`config.mk`:
```
export PLATFORM = sky130hd
export DESIGN_NAME = alu_dispatch
export DESIGN_NICKNAME = d
export VERILOG_FILES = /design/src/rtl/alu_dispatch.sv
export SDC_FILE = /design/constraint.sdc
export NUM_CORES = 1
export LEC_CHECK = 0
export CORE_MARGIN = 1.5
export CORE_UTILIZATION = 40
export DETAILED_ROUTE_END_ITERATION = 10
export PLACE_DENSITY_LB_ADDON = 0.12
export REMOVE_ABC_BUFFERS = 1
export SYNTH_ARGS = -nofsm -noshare
export SYNTH_HDL_FRONTEND = slang
export SYNTH_SLANG_ARGS = --single-unit
```
`constraint.sdc`:
```
create_clock -name clk -period 6.2 [get_ports clk]
set_clock_uncertainty 0.2 [all_clocks]
set_input_delay 1.24 -clock clk [delete_from_list [all_inputs] [get_ports clk]]
set_output_delay 1.24 -clock clk [all_outputs]
set_load 0.05 [all_outputs]
```
`src/rtl/alu_dispatch.sv`:
```
// RV32I decode-and-dispatch stage: decodes ALU/branch instructions into operands and an
// op code, then hands them to the ALU through a 2-entry flushable buffer.
module alu_dispatch #(
   parameter int DEPTH = 2
) (
   input  logic        clk,
   input  logic        rst_n,
   input  logic        flush_i,
   input  logic        in_valid_i,
   output logic        in_ready_o,
   input  logic [31:0] instr_i,
   input  logic [31:0] pc_i,
   input  logic [31:0] rs1_i,
   input  logic [31:0] rs2_i,
   output logic        out_valid_o,
   input  logic        out_ready_i,
   output logic [31:0] a_o,
   output logic [31:0] b_o,
   output logic [3:0]  alu_op_o,
   output logic        is_branch_o,
   output logic [2:0]  funct3_o,
   output logic        illegal_o
);
   localparam logic [3:0] OP_SLL  = 4'd0;
   localparam logic [3:0] OP_SRA  = 4'd1;
   localparam logic [3:0] OP_SRL  = 4'd2;
   localparam logic [3:0] OP_ADD  = 4'd5;
   localparam logic [3:0] OP_SUB  = 4'd6;
   localparam logic [3:0] OP_AND  = 4'd7;
   localparam logic [3:0] OP_OR   = 4'd8;
   localparam logic [3:0] OP_XOR  = 4'd9;
   localparam logic [3:0] OP_SLT  = 4'd11;
   localparam logic [3:0] OP_SLTU = 4'd12;
   localparam logic [3:0] OP_NOP  = 4'd15;

   localparam logic [6:0] OPC_OP     = 7'b0110011;
   localparam logic [6:0] OPC_OPIMM  = 7'b0010011;
   localparam logic [6:0] OPC_LUI    = 7'b0110111;
   localparam logic [6:0] OPC_AUIPC  = 7'b0010111;
   localparam logic [6:0] OPC_BRANCH = 7'b1100011;

   typedef struct packed {
      logic [31:0] a;
      logic [31:0] b;
      logic [3:0]  op;
      logic        br;
      logic [2:0]  f3;
      logic        ill;
   } entry_t;

   entry_t      dec;
   entry_t      head;
   entry_t      mem_q [DEPTH];
   logic        rptr_q, rptr_d;
   logic        wptr_q, wptr_d;
   logic [1:0]  count_q, count_d;
   logic        push, pop;

   logic [6:0]  opcode;
   logic [2:0]  f3;
   logic [6:0]  f7;
   logic [3:0]  op_f3;
   logic [31:0] imm_i, imm_u, shamt;
   logic        unused_rd;

   assign opcode    = instr_i[6:0];
   assign f3        = instr_i[14:12];
   assign f7        = instr_i[31:25];
   assign imm_i     = {{20{instr_i[31]}}, instr_i[31:20]};
   assign imm_u     = {instr_i[31:12], 12'b0};
   assign shamt     = {27'b0, instr_i[24:20]};
   assign unused_rd = ^instr_i[11:7];

   // funct3 mapping shared by OP and OP-IMM; shift forms are refined below.
   always_comb begin
      case (f3)
         3'd0:    op_f3 = OP_ADD;
         3'd1:    op_f3 = OP_SLL;
         3'd2:    op_f3 = OP_SLT;
         3'd3:    op_f3 = OP_SLTU;
         3'd4:    op_f3 = OP_XOR;
         3'd5:    op_f3 = OP_SRL;
         3'd6:    op_f3 = OP_OR;
         default: op_f3 = OP_AND;
      endcase
   end

   always_comb begin
      dec     = '0;
      dec.f3  = f3;
      dec.op  = OP_NOP;
      case (opcode)
         OPC_OP: begin
            dec.a = rs1_i;
            dec.b = rs2_i;
            if (f7 == 7'b0000000)                    dec.op = op_f3;
            else if (f7 == 7'b0100000 && f3 == 3'd0) dec.op = OP_SUB;
            else if (f7 == 7'b0100000 && f3 == 3'd5) dec.op = OP_SRA;
            else                                     dec.ill = 1'b1;
         end
         OPC_OPIMM: begin
            dec.a = rs1_i;
            if (f3 == 3'd1) begin
               dec.b   = shamt;
               dec.op  = OP_SLL;
               dec.ill = (f7 != 7'b0000000);
            end else if (f3 == 3'd5) begin
               dec.b = shamt;
               if (f7 == 7'b0000000)      dec.op = OP_SRL;
               else if (f7 == 7'b0100000) dec.op = OP_SRA;
               else                       dec.ill = 1'b1;
            end else begin
               dec.b  = imm_i;
               dec.op = op_f3;
            end
         end
         OPC_LUI: begin
            dec.b  = imm_u;
            dec.op = OP_ADD;
         end
         OPC_AUIPC: begin
            dec.a  = pc_i;
            dec.b  = imm_u;
            dec.op = OP_ADD;
         end
         OPC_BRANCH: begin
            dec.a   = rs1_i;
            dec.b   = rs2_i;
            dec.op  = OP_SUB;
            dec.br  = 1'b1;
            dec.ill = (f3 == 3'd2) || (f3 == 3'd3);
         end
         default: dec.ill = 1'b1;
      endcase
      // Illegal encodings still travel down the pipe, but as an inert NOP.
      if (dec.ill) begin
         dec.a  = '0;
         dec.b  = '0;
         dec.op = OP_NOP;
         dec.br = 1'b0;
      end
   end

   assign in_ready_o  = (count_q != 2'(DEPTH));
   assign out_valid_o = (count_q != 2'd0);
   assign push        = in_valid_i & in_ready_o;
   assign pop         = out_valid_o & out_ready_i;

   always_comb begin
      rptr_d  = rptr_q;
      wptr_d  = wptr_q;
      count_d = count_q;
      if (flush_i) begin
         rptr_d  = 1'b0;
         wptr_d  = 1'b0;
         count_d = 2'd0;
      end else begin
         if (push) wptr_d = ~wptr_q;
         if (pop)  rptr_d = ~rptr_q;
         case ({push, pop})
            2'b10:   count_d = count_q + 2'd1;
            2'b01:   count_d = count_q - 2'd1;
            default: count_d = count_q;
         endcase
      end
   end

   always_ff @(posedge clk or negedge rst_n) begin
      if (!rst_n) begin
         rptr_q  <= 1'b0;
         wptr_q  <= 1'b0;
         count_q <= 2'd0;
         for (int i = 0; i < DEPTH; i++) mem_q[i] <= '0;
      end else begin
         rptr_q  <= rptr_d;
         wptr_q  <= wptr_d;
         count_q <= count_d;
         if (push && !flush_i) mem_q[wptr_q] <= dec;
      end
   end

   assign head        = mem_q[rptr_q];
   assign a_o         = head.a;
   assign b_o         = head.b;
   assign alu_op_o    = head.op;
   assign is_branch_o = head.br;
   assign funct3_o    = head.f3;
   assign illegal_o   = head.ill;

endmodule

```
# Word level (Yosys, flattened, before mapping)
# Cells that the tools add are included.
# classes
order_cmp	3
add_sub_neg	2
n_eq_ne	15
n_reduce_logical	15
bitwise_logic	6
muxes	32
# op_table
op	count
$mux W73	4
$bwmux W146	1
$pmux W36 S4	1
$demux W73 S1	1
$mux W36	2
$mux W69	1
$pmux W32 S2	1
$pmux W4 S7	1
$eq A7 B6 Y1 const B	3
$mux W4	5
$eq A7 B5 Y1 const B	2
$mux W1	12
$eq A3 B3 Y1 const B	3
$eq A7 B7 Y1 const B	1
$logic_not A7 Y1	1
$reduce_bool A7 Y1	1
$eq A3 B2 Y1 const B	2
$reduce_bool A2 Y1	3
$ge A2 B2 Y1 const B	2
$logic_and A1 B1 Y1	4
$not A1 Y2	2
$pmux W1 S4	1
$pmux W2 S2	1
$eq A3 B1 Y1 const B	1
other kinds (15)	17
# totals
word_cells	88
regBits	150

# Longest topological paths before layout
# Gate-level depths: netlist (run 1).
# depth
word_depth	8
mapped_depth	8
ltp_nobuf	5

# Worst setup path before layout (run 1)
# OpenSTA, ideal clock, no wires.
# synth_path
kind	input -> register
from	input port in_valid_i
to	register mem_q[79] (netlist bit)
cell_stages	6
setup_time_ns	0.121
path_buffers	2
path_slack_ns	3.162
required_ns	5.879
t_arrival_ns	2.717
path_cell_list	clkbuf_1 -> nand2_1 -> or3_1 -> buf_2 -> or4_4 -> o22a_1
# synth_between
elab_chain_cells	2
# synth_lines
element	line_no	source
start, declared	9	input logic in_valid_i,
$and A1 B1 Y1	146	assign push = in_valid_i & in_ready_o;
$logic_and A1 B1 Y1	178	if (push && !flush_i) mem_q[wptr_q] <= dec;
end signal, assigned by index	178	
end, declared	53	entry_t mem_q [DEPTH];
# No other way between the ends.
# A chain may end at the register's enable or synchronous reset.

# Worst setup path after layout (run 1)
# layout_path
from	register rptr_q
to	output port b_o[1]
# layout_between
elab_chain_cells	4
# layout_lines
element	line_no	source
start, declared	54	logic rptr_q, rptr_d;
start signal, assigned	175	rptr_q <= rptr_d;
$not A1 Y2 (implied by the code)	182	assign head = mem_q[rptr_q];
$mux W73 (implied by the code) (3 in series)	182	
end, declared	18	output logic [31:0] b_o,
# No other way between the ends. The select of a mux whose other input is x is not followed.

==> results.sh, run 1 <==
export IMPL_drtIter0Drc=321
export IMPL_grt_pass1_vias=6269
export IMPL_dpl_instance_area_um2=9544
export IMPL_async_flop_share_pct=100.0
export IMPL_criticalPathCategory="flip-flop to output port"
export IMPL_critPathCaptureType="output port"
export IMPL_r2r_end="mem_q[80]"
export IMPL_startpoint="rptr_q"
export IMPL_drc=15
export IMPL_cts_repair_resized=0
export IMPL_syn2layout_area_growth_pct=37.08
export IMPL_via_per_inst=5.872
export IMPL_use_met3_pct=4.301
export IMPL_clockRootBuffer="clkbuf_16"
export IMPL_violations="DRC"
export IMPL_rows=49
export IMPL_crit_path_end="b_o[1]"
export IMPL_tightest_slew_ns=1.142
export IMPL_hold_path_depth=2
export IMPL_busiest_layer="met2"
export IMPL_synth_ff_type="dfrtp_1"
export IMPL_die_h_um=139.3
export IMPL_multi_input_area_um2=3382
export IMPL_setup_viol=0
export IMPL_place_hpwl_mm=13.05
export IMPL_die_x_um=139.3
export IMPL_clock_sinks=150
export IMPL_timing_rr_start="count_q[0]"
export IMPL_crit_chain="mux2_2, clkdlybuf4s50_1"
export IMPL_startpoint_type="flip-flop"
export IMPL_synth_edf_count=0
export IMPL_slowest_delay_ns=1.16
export IMPL_layout_min_cycle_time_ns=4.249
export IMPL_synth_area_um2=7430
export IMPL_fmax_mhz=235.4
export IMPL_slew_violations=0
export IMPL_syn_instance_count=619
export IMPL_yosysSeqAreaShare_pct=50.52
export IMPL_post_drt_wl_per_cell_um=20.66
export IMPL_cts_buffers=17
export IMPL_period_share_pct=68.53
export IMPL_total_power_mw=2.412
export IMPL_synth_avg_cell_area_um2=12.00
export IMPL_grtUsageMet1_pct=29.14
export IMPL_grt_overflow_total=0
export IMPL_num_vias=6054
export IMPL_cp_arrival_ns=2.81
export IMPL_antenna_found_initial=0
export IMPL_cp_max_fo=74
export IMPL_final_area_um2=10180
export IMPL_crit_required_ns=4.76
export IMPL_p_per_area_nw_per_um2=236.8
export IMPL_design_core_area_um2=18090
export IMPL_final_setup_tns_ns=0
export IMPL_timing_final_ws_setup_ns=1.951
export IMPL_reg2regPathDepth=6
export IMPL_ys_seq_elements=150
export IMPL_fill_cells=1535
export IMPL_crit_slowest_cell="dfrtp_4"
export IMPL_synth_warnings=0
export IMPL_ff_latch_area_um2=3757
export IMPL_grt_first_pass_wirelength_mm=33.94
export IMPL_cts_tree="yes"
export IMPL_met2_usage_pct=36.95
export IMPL_yosys_cell_types_count=54
export IMPL_grt_max_degree=90
export IMPL_worstSkewPairLatency_ns=0.42
export IMPL_vdd_drop_max_mv=0.1850
export IMPL_start_util_pct=41.08
export IMPL_hold_viol_final=0
export IMPL_leakagePower_nw=4.446
export IMPL_io_buffers=202
export IMPL_status="complete, but fails checks"
export IMPL_post_cts_setup_buffers=0
export IMPL_grt_usage_pct=22.15
export IMPL_num_nets_final=922
export IMPL_dp_cells=999
export IMPL_clk_path_buf_depth=2
export IMPL_pre_cts_ws_ns=1.797
export IMPL_r2r_setup_slack_ns=3.41
export IMPL_maxSlewHeadroom_pct=23.89
export IMPL_hold_ws_ns=0.2725
export IMPL_drive_gt1_share_pct=15.84
export IMPL_route_antenna_remaining_nets=0
export IMPL_hp_class="flip-flop to flip-flop"
export IMPL_cap_violations=0
export IMPL_dieArea_um2=19400
export IMPL_h_tree_depth=4
export IMPL_cts_hold_buffers_added=0
export IMPL_clk_pin_slew_ns=0.06
export IMPL_n_antenna_cell=0
export IMPL_place_congestion=0.8445
export IMPL_instances_no_fill=1031
export IMPL_rsz0062_at_grt="false"
export IMPL_fin_util_pct=56.31
export IMPL_wl_mm=21.30
export IMPL_io_pin_count=208
export IMPL_drt_first_pass_iters=8
## power by group
part / total, mW / switching [mW] / leakage (nW) / internal, mW
Sequential: 1.03 / 0.0298 / 2.03 / 0.998
Clock: 1.13 / 0.441 / 0.310 / 0.687
Combinational: 0.256 / 0.128 / 2.10 / 0.128
Total: 2.41 / 0.599 / 4.45 / 1.81
## flip-flops by register name (all words and copies together), names as in the netlist
| name | flops |
|---|---|
| rptr_q | 1 |
| mem_q | 146 |
| count_q | 2 |
| wptr_q | 1 |
## layer usage
layer | part of all wire, % | wire [µm] | vias to the layer above
met5 | 0 | 0 | -
met4 | 1.2 | 257 | 0
met3 | 6.0 | 1274 | 17
met2 | 48 | 10260 | 201
met1 | 45 | 9509 | 3087
li1 | - | - | 2749
## worst min-delay path by stage
stage               slack, ns         end        from
floorplan                0.24    mem_q[1]    mem_q[1]
global placement         0.26   mem_q[72]   mem_q[72]
detailed placement       0.26   mem_q[74]   mem_q[74]
CTS                      0.28   mem_q[74]   mem_q[74]
global route             0.30   mem_q[74]   mem_q[74]
finish                   0.27  mem_q[113]  mem_q[113]
## worst max-delay path, delay by kind of cell (launching register included)
| kind | cells | cell delay [ns] |
|---|---|---|
| buffers and inverters | 1 | 0.83 |
| DFF | 1 | 1.16 |
| muxes | 1 | 0.32 |
## Yosys cell counts, drive strengths merged (2+ instances only)
| cell | n | area share (%) |
|---|---|---|
| nor2b | 7 | 0.62 |
| or4 | 2 | 0.25 |
| nand2 | 31 | 1.6 |
| nor4 | 3 | 0.86 |
| a22oi | 2 | 0.20 |
| buf | 18 | 1.8 |
| nand4b | 2 | 0.24 |
| a21oi | 13 | 0.88 |
| xor2 | 3 | 0.35 |
| nor3 | 4 | 0.27 |
| nand2b | 5 | 0.45 |
| inv | 4 | 0.20 |
| o21ai | 10 | 0.67 |
| a2111oi | 2 | 0.49 |
| and2 | 2 | 0.17 |
| a22o | 168 | 20 |
| dfrtp | 150 | 51 |
| nor4bb | 2 | 0.27 |
| a221o | 18 | 2.4 |
| nor2 | 28 | 1.4 |
| clkbuf | 42 | 2.1 |
| o22a | 4 | 0.47 |
| mux2 | 73 | 11 |
| nand3b | 3 | 0.35 |
| o21bai | 2 | 0.20 |
## final cells by class
cell class | instances | share of cell area [%]
clock buffer | 18 | 4.214
sequential | 150 | 36.89
clock inverter | 14 | 2.076
tap | 229 | 2.813
multi-input combinational | 405 | 33.21
inverter | 4 | 0.1474
timing repair buffer | 211 | 20.65
## cell families (layout without fill, tap and decap cells)
| logic type | count (synthesis) | in the layout | synth area share, % |
|---|---|---|---|
| DFF | 150 | 150 | 50.52 |
| xor gates and xnor gates | 3 | 3 | 0.3537 |
| and+or+nand+nor | 96 | 96 | 7.208 |
| AOI/OAI and AO/OA | 232 | 232 | 26.64 |
| buffers and inverters | 64 | 247 | 4.075 |
| muxes | 74 | 74 | 11.20 |
## cells in the final DEF (no fill, tap or decap), drive strengths merged, types with 11 or more instances in the layout
cell type and instances:
nand2 31, nor2 28, a21oi 13, clkdlybuf4s50 201, mux2 73, dfrtp 150, a22o 168, a221o 18
inv 11, clkbuf 18
Power figures use the tool's default switching activity.
==> run 2, diff against run 1 <==
Clock period 6.2 ns to 3.6 ns, I/O delays scaled along.
==> run 2 against run 1 <==
  * Highest routed layer unchanged
  * Largest cell class unchanged
  * Count of clock-buffer cells in the layout stayed put
  * Final area grew 1.1%
  * Setup slack worse by 1.8 ns
  * The run still ends with DRC left
==> results.sh, run 2 (synthesis gave the netlist of run 1 again) <==
export IMPL_status="complete, but fails checks"
export IMPL_violations="DRC"
export IMPL_num_nets_final=937
export IMPL_drtIter0Drc=362
export IMPL_final_setup_tns_ns=0
export IMPL_route_met3_wl_mm=1.375
export IMPL_n_antenna_cell=0
export IMPL_route_antenna_remaining_nets=0
export IMPL_io_buffers=202
export IMPL_hp_class="primary input to async pin"
export IMPL_startpoint="rptr_q"
export IMPL_highest_layer="met4"
export IMPL_wl_met2_mm=10.47
export IMPL_largest_reg_flops=146
export IMPL_wl_mm=21.59
export IMPL_drt_first_pass_iters=8
export IMPL_vdd_drop_max_mv=0.3351
export IMPL_total_power_mw=3.997
export IMPL_rsz0062_at_grt="false"
export IMPL_leakagePower_nw=4.495
export IMPL_slew_violations=0
export IMPL_drc=15
export IMPL_clock_sinks=150
export IMPL_cts_hold_buffers_added=0
export IMPL_tightest_slew_ns=1.004
export IMPL_cts_buffers=17
export IMPL_dpl_instance_area_um2=9719
export IMPL_die_x_um=139.3
export IMPL_fin_util_pct=56.94
export IMPL_start_util_pct=41.08
export IMPL_criticalPathCategory="flip-flop to output port"
export IMPL_place_congestion=0.8572
export IMPL_clk_pin_slew_ns=0.06
export IMPL_post_cts_setup_buffers=0
export IMPL_cp_arrival_ns=2.51
export IMPL_cts_tree="yes"
export IMPL_die_h_um=139.3
export IMPL_crit_path_end="a_o[25]"
export IMPL_p_per_area_nw_per_um2=388.1
export IMPL_critPathCaptureType="output port"
export IMPL_dp_cells=1014
export IMPL_reg2regPathDepth=6
export IMPL_via_per_inst=5.854
export IMPL_fmax_mhz=291.3
export IMPL_timing_rr_start="count_q[0]"
export IMPL_grt_pass1_vias=6326
export IMPL_top_register="mem_q"
export IMPL_design_core_area_um2=18090
export IMPL_crit_required_ns=2.68
export IMPL_r2r_setup_slack_ns=0.96
export IMPL_clockRootBuffer="clkbuf_16"
export IMPL_grt_usage_pct=22.50
export IMPL_cts_repair_resized=0
export IMPL_post_drt_wl_per_cell_um=20.66
export IMPL_antenna_found_initial=0
export IMPL_io_pin_count=208
export IMPL_final_cell_mix="201 x clkdlybuf4s50_1, 168 x a22o_1, 149 x dfrtp_1"
export IMPL_cp_max_fo=26
export IMPL_hold_viol_final=0
export IMPL_final_common_cell="clkdlybuf4s50_1"
export IMPL_worstSkewPairLatency_ns=0.42
export IMPL_rows=49
export IMPL_layout_min_cycle_time_ns=3.433
export IMPL_maxSlewHeadroom_pct=33.03
export IMPL_top_regs="mem_q x146, count_q x2"
export IMPL_syn2layout_area_growth_pct=38.60
export IMPL_period_share_pct=95.36
export IMPL_clk_path_buf_depth=2
export IMPL_startpoint_type="flip-flop"
export IMPL_grt_max_degree=83
export IMPL_grt_overflow_total=0
export IMPL_dieArea_um2=19400
export IMPL_final_area_um2=10300
export IMPL_h_tree_depth=4
export IMPL_grt_first_pass_wirelength_mm=34.21
export IMPL_drive_gt1_share_pct=17.28
export IMPL_instances_no_fill=1045
export IMPL_cap_violations=0
export IMPL_wl_met1_mm=9.527
export IMPL_r2r_end="mem_q[143]"
export IMPL_num_vias=6117
export IMPL_place_hpwl_mm=13.74
export IMPL_setup_viol=0
-- run 2: layout make-up --
| cell class | instances | area (µm²) |
|---|---|---|
| flip-flops and latches | 150 | 3757 |
| inverters | 4 | 15.01 |
| repair buffers | 226 | 2278 |
| multi-input cells | 405 | 3382 |
| clock inverters | 13 | 148.9 |
| clock buffers | 18 | 429.2 |
| well taps | 229 | 286.5 |
| fillers | 1500 | 7789 |
-- run 2: how the worst min path moves through the flow --
| stage | cells after the start | endpoint | from |
|---|---|---|---|
| after global placement | 2 | mem_q[2] | mem_q[2] |
| after global routing | 1 | mem_q[65] | rst_n |
| after floorplan | 0 | count_q[0] | rst_n |
| after CTS | 1 | mem_q[138] | rst_n |
| after detailed placement | 2 | mem_q[1] | mem_q[1] |
| final | 1 | mem_q[138] | rst_n |
-- run 2: stage by stage --
stage / setup slack, ns / hold WS (ns)
global route: 0.1033 / 0.1965
floorplan: -1.423 / 0.2244
finish: 0.1670 / 0.1169
global placement: 0.1576 / 0.2541
detailed placement: 0.1063 / 0.2624
CTS: 0.1334 / 0.1731
-- run 2: critical path, cell delays in order, from the launching register on --
cell	delay (ns)
dfrtp_4	0.71
buf_4	0.30
mux2_2	0.36
clkdlybuf4s50_1	0.70
-- run 2: where the power goes --
part           switching (mW)  internal [mW]
clock                   0.737           1.03
combinational           0.247          0.237
sequential             0.0307           1.72
-- run 2: per-layer routing --
layer | up-vias | track usage [%]
met5 | - | 0
met3 | 15 | 4.611
li1 | 2771 | -
met4 | 0 | 7.671
met1 | 3125 | 29.71
met2 | 206 | 36.95
==> run 3, diff against run 2 <==
Settings changed: SETUP_SLACK_MARGIN set to 0.2.
==> run 3 against run 2 <==
  * The run still ends with DRC left
  * Die area unchanged
  * Final cell count about the same
  * Critical path depth stayed put
  * Utilization increased by 0.062 points
  * Power barely moved
  * Wire length up 0.80%
  * Setup slack improved by 0.13 ns
  * Via count hardly changed
  * Combinational power grew 2%
  * Clock power barely moved
  * Final area is 0.11% higher
  * Largest power group unchanged
==> results.sh, run 3 (synthesis gave the netlist of run 1 again) <==
export IMPL_grt_max_degree=83
export IMPL_worstSkewPairLatency_ns=0.42
export IMPL_io_pin_count=208
export IMPL_dieArea_um2=19400
export IMPL_syn2layout_area_growth_pct=38.75
export IMPL_top_register="mem_q"
export IMPL_drc=15
export IMPL_fmax_mhz=302.5
export IMPL_clockRootBuffer="clkbuf_16"
export IMPL_drtIter0Drc=343
export IMPL_cp_depth=3
export IMPL_rsz0062_at_grt="false"
export IMPL_largest_reg_flops=146
export IMPL_final_setup_tns_ns=0
export IMPL_grt_pass1_vias=6331
export IMPL_io_buffers=202
export IMPL_hp_class="primary input to async pin"
export IMPL_num_nets_final=938
export IMPL_swShare_pct=25.37
export IMPL_internal_power_mw=2.984
export IMPL_grt_first_pass_wirelength_mm=34.38
export IMPL_cts_tree="yes"
export IMPL_status="complete, but fails checks"
export IMPL_p_clk_share_pct=44.0
export IMPL_n_antenna_cell=0
export IMPL_reg2regPathDepth=6
export IMPL_drive_gt1_share_pct=17.38
export IMPL_clk_pin_slew_ns=0.06
export IMPL_cts_repair_resized=0
export IMPL_place_hpwl_mm=13.74
export IMPL_criticalPathCategory="flip-flop to output port"
export IMPL_rows=49
export IMPL_top_regs="mem_q x146, count_q x2"
export IMPL_clock_sinks=150
export IMPL_final_cell_mix="201 x clkdlybuf4s50_1, 168 x a22o_1, 149 x dfrtp_1"
export IMPL_multi_input_area_um2=3382
export IMPL_critPathCaptureType="output port"
export IMPL_pre_cts_ws_ns=0.1063
export IMPL_via_per_inst=5.854
export IMPL_die_x_um=139.3
export IMPL_clk_path_buf_depth=2
export IMPL_fin_util_pct=57.00
export IMPL_drt_first_pass_iters=8
export IMPL_crit_slowest_cell="clkdlybuf4s50_1"
export IMPL_die_h_um=139.3
export IMPL_num_vias=6123
export IMPL_grt_overflow_total=0
export IMPL_slew_violations=0
export IMPL_slowest_delay_ns=0.70
export IMPL_power_switching_mw=1.014
export IMPL_power_frac_comb_pct=12.3
export IMPL_route_antenna_remaining_nets=0
export IMPL_cap_violations=0
export IMPL_cp_arrival_ns=2.39
export IMPL_layout_min_cycle_time_ns=3.306
export IMPL_ff_latch_area_um2=3757
export IMPL_violations="DRC"
export IMPL_period_share_pct=91.84
export IMPL_post_drt_wl_per_cell_um=20.81
export IMPL_place_congestion=0.8572
export IMPL_leakagePower_nw=4.501
export IMPL_path_buf_inv=2
export IMPL_crit_required_ns=2.68
export IMPL_crit_family="buffers and inverters"
export IMPL_startpoint_type="flip-flop"
export IMPL_timing_final_ws_setup_ns=0.2937
export IMPL_final_common_cell="clkdlybuf4s50_1"
export IMPL_hold_viol_final=0
export IMPL_cts_buffers=17
export IMPL_h_tree_depth=4
export IMPL_vdd_drop_max_mv=0.3347
export IMPL_start_util_pct=41.08
export IMPL_cts_hold_buffers_added=0
export IMPL_cp_max_fo=14
export IMPL_total_power_mw=3.998
export IMPL_fill_cells=1498
export IMPL_grt_usage_pct=22.65
export IMPL_tightest_slew_ns=1.011
export IMPL_maxSlewHeadroom_pct=32.57
export IMPL_design_core_area_um2=18090
export IMPL_wl_mm=21.76
export IMPL_p_seq_share_pct=43.7
export IMPL_p_per_area_nw_per_um2=387.8
export IMPL_setup_viol=0
export IMPL_crit_chain="buf_4, mux2_2, clkdlybuf4s50_1"
export IMPL_antenna_found_initial=0
[run 3: timing repair]
action / 4_1_cts / 5_1_grt
buffers inserted: 1 / 0
endpoints found under the setup margin: 18 / 0
endpoints found under the hold margin: 0 / 0
[run 3: path summary, 6_finish.rpt]
| path | from | endpoint | slack, ns |
|---|---|---|---|
| setup reg to reg | count_q[0] | mem_q[143] | 0.95 |
| hold reg to reg | mem_q[40] | mem_q[40] | 0.27 |
| setup / recovery | rptr_q | a_o[25] | 0.29 |
| max in group asynchronous | rst_n | mem_q[21] | 2.24 |
| hold / removal | rst_n | mem_q[138] | 0.13 |
| min in group clk | mem_q[40] | mem_q[40] | 0.27 |
[run 3: per-stage QoR]
stage | hold WS [ns] | instance area (µm²) | cells
2_1_floorplan | 0.2244 | 7142 | 559
4_1_cts | 0.1731 | 10310 | 1046
3_3_place_gp | 0.2541 | 9719 | 1014
6_report | 0.1342 | 10310 | 1046
5_1_grt | 0.1965 | 10310 | 1046
3_5_place_dp | 0.2624 | 9719 | 1014
[run 3: area by class of cell]
cell class | instances | area share [%]
timing repair buffer | 227 | 22.21
inverter | 4 | 0.1456
multi-input combinational | 405 | 32.81
sequential | 150 | 36.45
clock inverter | 13 | 1.444
tap | 229 | 2.779
clock buffer | 18 | 4.163
[run 3: metal layers]
metal / track usage, % / routed length [µm]
met5: 0 / 0
met4: 7.671 / 325
met3: 4.611 / 1419
met2: 37.18 / 10480
met1: 29.95 / 9541
[run 3: power by group through the flow]
stage | Sequential (mW) | Clock, mW | Combinational, mW
2_1_floorplan | 1.78 | 0 | 0.187
4_1_cts | 1.75 | 1.80 | 0.497
3_3_place_gp | 1.78 | 0 | 0.480
3_5_place_dp | 1.78 | 0 | 0.487
5_1_grt | 1.75 | 1.88 | 0.529
6_report | 1.75 | 1.76 | 0.493
